## config.mk

```make
export PLATFORM = sky130hd
export DESIGN_NAME = sll_iter
export DESIGN_NICKNAME = d
export VERILOG_FILES = /design/src/rtl/alu_shift_pkg.sv /design/src/rtl/sll_stage.sv /design/src/rtl/sll_iter.sv
export SDC_FILE = /design/constraint.sdc
export NUM_CORES = 1
export LEC_CHECK = 0
export ABC_CLOCK_PERIOD_IN_PS = 2200
export CAP_MARGIN = 20
export CORE_ASPECT_RATIO = 2
export CORE_MARGIN = 8
export CORE_UTILIZATION = 49
export CTS_CLUSTER_SIZE = 12
export DETAILED_ROUTE_END_ITERATION = 8
export GPL_TIMING_DRIVEN = 0
export PLACE_DENSITY = 0.8
export SYNTH_ARGS = -nofsm -noshare
export SYNTH_HDL_FRONTEND = slang
export SYNTH_SLANG_ARGS = --single-unit
```

## constraint.sdc

```tcl
create_clock -name clock -period 2.2 [get_ports clock]
set_input_delay 0.33 -clock clock [delete_from_list [all_inputs] [get_ports clock]]
set_output_delay 0.33 -clock clock [all_outputs]
set_load 0.01 [all_outputs]
```

## src/rtl/alu_shift_pkg.sv

```systemverilog
// alu_shift_pkg: shared constants and state type for the iterative ALU shifters
package alu_shift_pkg;
  localparam int WIDTH = 32;
  localparam int SHAMT_W = 5;
  localparam int LATENCY = SHAMT_W;
  localparam int OP_CYCLES = SHAMT_W + 2;
  typedef enum logic [1:0] {IDLE, SHIFT, DONE} state_e;
endpackage

```

## src/rtl/sll_stage.sv

```systemverilog
// sll_stage: one binary-weighted left-shift stage, distance 2**idx when enabled
module sll_stage #(
  parameter int WIDTH = 32,
  parameter int IDX_W = 3
) (
  input  logic [WIDTH-1:0] acc_in,
  input  logic [IDX_W-1:0] idx,
  input  logic             en,
  output logic [WIDTH-1:0] acc_out
);
  always_comb acc_out = en ? acc_in << (32'd1 << idx) : acc_in;
endmodule

```

## src/rtl/sll_iter.sv

```systemverilog
// sll_iter: multi-cycle logical left shifter, one binary-weighted stage per clock
module sll_iter #(
  parameter int WIDTH = alu_shift_pkg::WIDTH,
  parameter int SHAMT_W = alu_shift_pkg::SHAMT_W
) (
  input  logic               clock,
  input  logic               reset_n,
  input  logic               in_valid,
  output logic               in_ready,
  input  logic [WIDTH-1:0]   in_data,
  input  logic [SHAMT_W-1:0] in_shamt,
  output logic               out_valid,
  input  logic               out_ready,
  output logic [WIDTH-1:0]   out_data,
  output logic               busy
);
  import alu_shift_pkg::state_e, alu_shift_pkg::IDLE, alu_shift_pkg::SHIFT, alu_shift_pkg::DONE;
  localparam int IDX_W = $clog2(SHAMT_W);
  state_e             state_q, state_d;
  logic [WIDTH-1:0]   acc_q, acc_d, stage_out;
  logic [SHAMT_W-1:0] sh_q, sh_d;
  logic [IDX_W-1:0]   idx_q, idx_d;
  sll_stage #(.WIDTH(WIDTH), .IDX_W(IDX_W)) u_stage (
    .acc_in (acc_q),
    .idx    (idx_q),
    .en     (sh_q[idx_q]),
    .acc_out(stage_out)
  );
  assign in_ready  = state_q == IDLE;
  assign out_valid = state_q == DONE;
  assign busy      = state_q != IDLE;
  assign out_data  = acc_q;
  always_comb begin
    state_d = state_q;
    acc_d   = acc_q;
    sh_d    = sh_q;
    idx_d   = idx_q;
    unique case (state_q)
      IDLE: if (in_valid) begin
        acc_d   = in_data;
        sh_d    = in_shamt;
        idx_d   = IDX_W'(SHAMT_W - 1);
        state_d = SHIFT;
      end
      SHIFT: begin
        acc_d   = stage_out;
        idx_d   = idx_q - IDX_W'(1);
        state_d = idx_q == '0 ? DONE : SHIFT;
      end
      DONE: state_d = out_ready ? IDLE : DONE;
      default: state_d = IDLE;
    endcase
  end
  always_ff @(posedge clock or negedge reset_n) begin
    if (!reset_n) begin
      state_q <= IDLE;
      acc_q   <= '0;
      sh_q    <= '0;
      idx_q   <= IDX_W'(SHAMT_W - 1);
    end else begin
      state_q <= state_d;
      acc_q   <= acc_d;
      sh_q    <= sh_d;
      idx_q   <= idx_d;
    end
  end
endmodule

```

* Word level (Yosys, flattened, before mapping)
Cells that the tools add are included.
** Operators by class
- Add/sub/neg operators :: 1
- Magnitude comparators :: 1
- Equality and inequality tests :: 4
- Shift-type cells :: 2
- Muxes and demuxes :: 11
- Reduce and logical (&&, ||, !) cells :: 7
** Operators by type and width (number)
- $mux 32 :: 2
- $pmux 32 s2 :: 1
- $shl 1x3->32 const A :: 1
- $shl 32x32->32 :: 1
- $mux 2 :: 3
- $pmux 2 s3 :: 1
- $pmux 3 s2 :: 1
- $lt 3x4->1 const B :: 1
- $reduce_and 2->1 :: 2
- $reduce_bool 2->1 :: 2
- $bmux 1 s3 :: 1
- $logic_not 3->1 :: 1
- $mux 3 :: 1
- $reduce_and 3->1 :: 1
- $sub 3x1->3 const B :: 1
- $eq 2x1->1 const B :: 1
- $eq 2x2->1 const B :: 1
- $logic_not 2->1 :: 1
- $ne 2x1->1 const B :: 1
- $ne 2x2->1 const B :: 1
- $mux 1 :: 1
** Word-level totals
- Register bits :: 42
- Input port bits :: 41
- Output and inout bits :: 35
- Logic and storage cells :: 30

* Logic depth before layout (Yosys ltp)
- Depth in word-level cells :: 4
- Mapped depth :: 11
- Depth with buffers taken out :: 8

* Hierarchy
From an unflattened synthesis, not the netlist that was laid out.
** Unflattened totals
- Cells, all modules :: 429
- Area total of the unflattened synthesis :: 3574.7 um^2
** Modules (own cells, without submodules)
- sll_iter :: instances 1, cells an instance 222, area an instance 2133.3 um^2, seq. area each 1052.3 um^2
- sll_stage :: instances 1, cells an instance 207, area an instance 1441.4 um^2, seq. area each 0.0 um^2

* Worst setup path before layout
OpenSTA, ideal clock, no wires.
- Kind :: flip-flop to flip-flop
- Start point :: register idx_q[0]
- End point :: register acc_q[26] (netlist: out_data[26])
- Setup time :: 77 ps
- Data arrival time :: 2118 ps
- Data required time :: 2123 ps
- Setup slack :: 5 ps
- Cell stages (with the launch flop) :: 10
- Buffers on the path :: 1
- Period minus slack after synthesis :: 2195 ps
- Cells stage by stage :: dfrtp_1 inv_1 ha_1 buf_4 or3b_2 o221ai_1 a22oi_1 a221oi_1 o22ai_1 a21oi_1
** On the way
- Cells in the longest elaborated chain, start to end :: 4
- Elaborated cells between the ends (all ways) :: 8
- Those cells by class :: eq/ne: 1; shift: 2; mux: 4; reduce/logical: 1
** RTL lines
- start, declared :: RTL line sll_iter.sv:22 : logic [IDX_W-1:0] idx_q, idx_d;
- start signal, assigned :: RTL line sll_iter.sv:59 : idx_q <= IDX_W'(SHAMT_W - 1);
- start signal, assigned :: RTL line sll_iter.sv:64 : idx_q <= idx_d;
- $shl 1x3->32 or $bmux 1 s3 (tied branches) :: RTL line sll_stage.sv:11, sll_iter.sv:26
- $shl 32x32->32 or $mux 1 (tied branches) :: RTL line sll_stage.sv:11, sll_iter.sv:26
- $mux 32 or $ne 2x1->1 (tied branches)
- $pmux 32 s2 or $reduce_and 3->1 (tied branches)
- end signal, assigned :: RTL line sll_iter.sv:57 : acc_q <= '0;
- end signal, assigned :: RTL line sll_iter.sv:62 : acc_q <= acc_d;
- end, declared :: RTL line sll_iter.sv:20 : logic [WIDTH-1:0] acc_q, acc_d, stage_out;
Several ways; a longest one is shown, not always the timed one. The select of a mux whose other input is x is not followed.
A chain may end at the register's enable or synchronous reset.

* Worst setup path after layout
- Start point :: register idx_q[0]
- End point :: register acc_q[10] (netlist: out_data[10])
Same word-level chain as after synthesis.

==> metrics.txt <==
status=complete, but fails checks; failing checks=negative setup slack; Vias=roughly 6000; largest net degree at the start of global routing=36; drt pass-1 iters=6; DP Area=slightly above 0.005 sq mm; RSZ-0062 raised after global routing=yes; FF-to-FF setup slack=-0.25 ns; clk_lat worst skew=about 0.30 ns; initial DRC count=about 950; final setup TNS=-3.31 ns; Reg area=about 0.0011 sq mm; Async S/R FF share, synth=100%; Die Wd=~80 microns; I/O Pins=76; crit path launch type=flip-flop; Clock Tree Buf Depth=2; Synth Area in Compound Gates=around a third; DRT Wirelength=25100 microns; Initial Util=49.7%; post-layout instance area=0.00670 sq mm; FMAX=slightly above 0.4 GHz; Slew headroom=just over 50%; num rows=48; crit path DAT=2.61 ns; largest family of logic cells by synthesized area=compound AO/OA/AOI/OAI gates; final hold vios=0; Synth Net Count=591; Yosys warnings=0; min cycle time layout=around 2.5 ns; crit path kind=flip-flop to flip-flop; Required @ worst endpoint=~2.4 ns; vias in the first global route=5808; worst path bufs/invs=2; # DRC=0; Root Driver=clkbuf_16; antenna violations before repair=0; GPL Wtd Cong=about 1.1; total CTS buffers=5; Syn Std Cell Area=0.00421 sq mm; Worst-path clk slew=around 0.070 ns; Netlist cell types=64; DRT antenna net count=0; worst setup margin=-0.254 ns; cell chain of the critical path=inv_4, ha_4, buf_12, mux4_2, nand2_2, o31ai_4, a21o_4, a22oi_2, o21ai_1; Seq/Total Area, Yosys=around a quarter; fin crit share=112%; CP endpoint kind=flip-flop; Core Region=around 0.0085 sq mm; Post-Synth XOR/XNOR Area=0%; FILL cells=537; Die ar.=approximately 0.012 sq mm; dpl hpwl=~16000 microns; max-cap violations=0; ys flop type=dfrtp_1; crit path max fanout=6; Sink Count=42; simple-gate share of the synthesized area=roughly a fifth; Post-Syn Instances=545; post-synth top area share=24.4%; Setup Viol. Count Final=30; mux contribution to synthesized area=between 10% and 20%; Critical-path top delay cell=mux4_2; Synth area leaders=dfrtp_1 (24%), a21oi_1 (8.6%), nand2_1 (5.5%); Worst Hold Class=primary input to async pin; adder-cell share of the synthesized area=under 10%; aggregate global routing overflow=0; GRT Total Usage=39.1%; area of the multi-input gates=~0.0036 sq mm; wire length per cell=~32 microns; die extent in y=approximately 150 microns; number of H-tree levels=2; most common cell in the synthesized netlist=a21oi_1; Clock Skew=a little under 0.01 ns; Avg Cell Area, Syn=7.72 sq um; area grow syn2layout=59.2%; cell taking the most area after synthesis=dfrtp_1; ANT cells=0; fin. max-slew vios=0; Vias/cell=around 7.7; CP delay by family, top=compound AO/OA/AOI/OAI gates; worst-margin pin slew=0.743 ns; Seq cells post-synth=42; Finished Core Util=between 70% and 80%; fin nets=~720; Post-synth EDFFs=0; CP max stage delay=0.58 ns; CTS tree=yes; layout cells sized above 1=35.1%; IO buf count=75; top cells by count, synth=a21oi_1 (72), nand2_1 (62), dfrtp_1 (41), nor2_1 (41), o21ai_0 (37); first-pass GRT wire length=roughly 35000 microns
==> cells by family after synthesis <==
logic type	after synthesis
buffers and inverters	58
muxes	43
AOI/OAI and AO/OA	223
adders and majority gates	5
DFF	42
and+or+nand+nor	174
==> registers in the layout, indices dropped and copies added (netlist names) <==
| register | flops |
|---|---|
| state_q | 2 |
| idx_q | 3 |
| sh_q | 5 |
| out_data | 32 |
==> routing by layer <==
metal / routed length, microns / up-vias / GRT usage [%] / share of wire (%)
met2: 11400 / 696 / 60.6 / 45
li1: - / 2322 / - / -
met3: 3310 / 220 / 10.5 / 13
met4: 2640 / 0 / 30.1 / 11
met5: 0 / - / 0 / 0
met1: 7730 / 2724 / 43.2 / 31
==> path summary, 6_finish.rpt <==
path,startpoint,to,cells past startpoint
max reg2reg,idx_q[0]$_DFFE_PN0P_,out_data[10]$_DFFE_PN0P_,9
max,idx_q[0]$_DFFE_PN0P_,out_data[10]$_DFFE_PN0P_,9
min reg2reg,sh_q[4]$_DFFE_PN0P_,sh_q[4]$_DFFE_PN0P_,1
min,reset_n,out_data[30]$_DFFE_PN0P_,2
max in group asynchronous,reset_n,idx_q[2]$_DFFE_PN1P_,3
min in group clock,sh_q[4]$_DFFE_PN0P_,sh_q[4]$_DFFE_PN0P_,1
==> area by class of cell <==
type	instances	area share [%]
Buffer	46	6.52
Clock buffer	5	1.87
Clock inverter	3	1.03
Inverter	9	0.747
Multi-Input combinational cell	445	53.3
Sequential cell	42	15.7
Tap cell	100	1.87
Timing Repair Buffer	128	18.9
==> what timing repair did <==
action,in CTS,in global routing
pin swaps,30,33
hold buffers,1,0
resized for setup,156,87
setup buffers,26,21
endpoints found under the hold margin,7,0
cloned,2,2
setup endpoints to repair,35,36
==> placed cells by master (no fill, tap or decap), drive strengths merged, types with 4 or more instances in the layout <==
cell type      Yosys  routed
nand3             13      13
a21oi             72      72
nor2              44      44
nor2b              7       7
ha                 5       5
a22o               4       4
inv                9       6
a21o               6       6
a22oi             12      12
a31oi             12      12
dfrtp             41      41
nor3               9       9
buf               30      85
mux4               6       6
o22ai             22      22
nand2             62      62
a211oi             4       4
clkdlybuf4s50      0      74
clkbuf            19      19
mux2i             23      23
o221ai             7       7
or3b               5       5
o21a               7       7
mux2              14      14
o21ai             39      39
a221oi             4       4
a32oi              4       4
and3               9       9
nand2b             8       8
o211ai             5       5
==> stage by stage <==
step | instances | hold slack [ns] | worst slack (ns)
after CTS | 755 | 0.435 | -0.0670
after global routing | 778 | 0.455 | -0.270
after global placement | 720 | 0.487 | -0.849
after detailed placement | 721 | 0.214 | -0.949
after floorplan | 545 | 0.0344 | 0.00451
final | 778 | 0.428 | -0.254
Power is left out: the tool's default activity adds up to more than one toggle a clock period on the data nets, which glitch-free logic cannot reach.
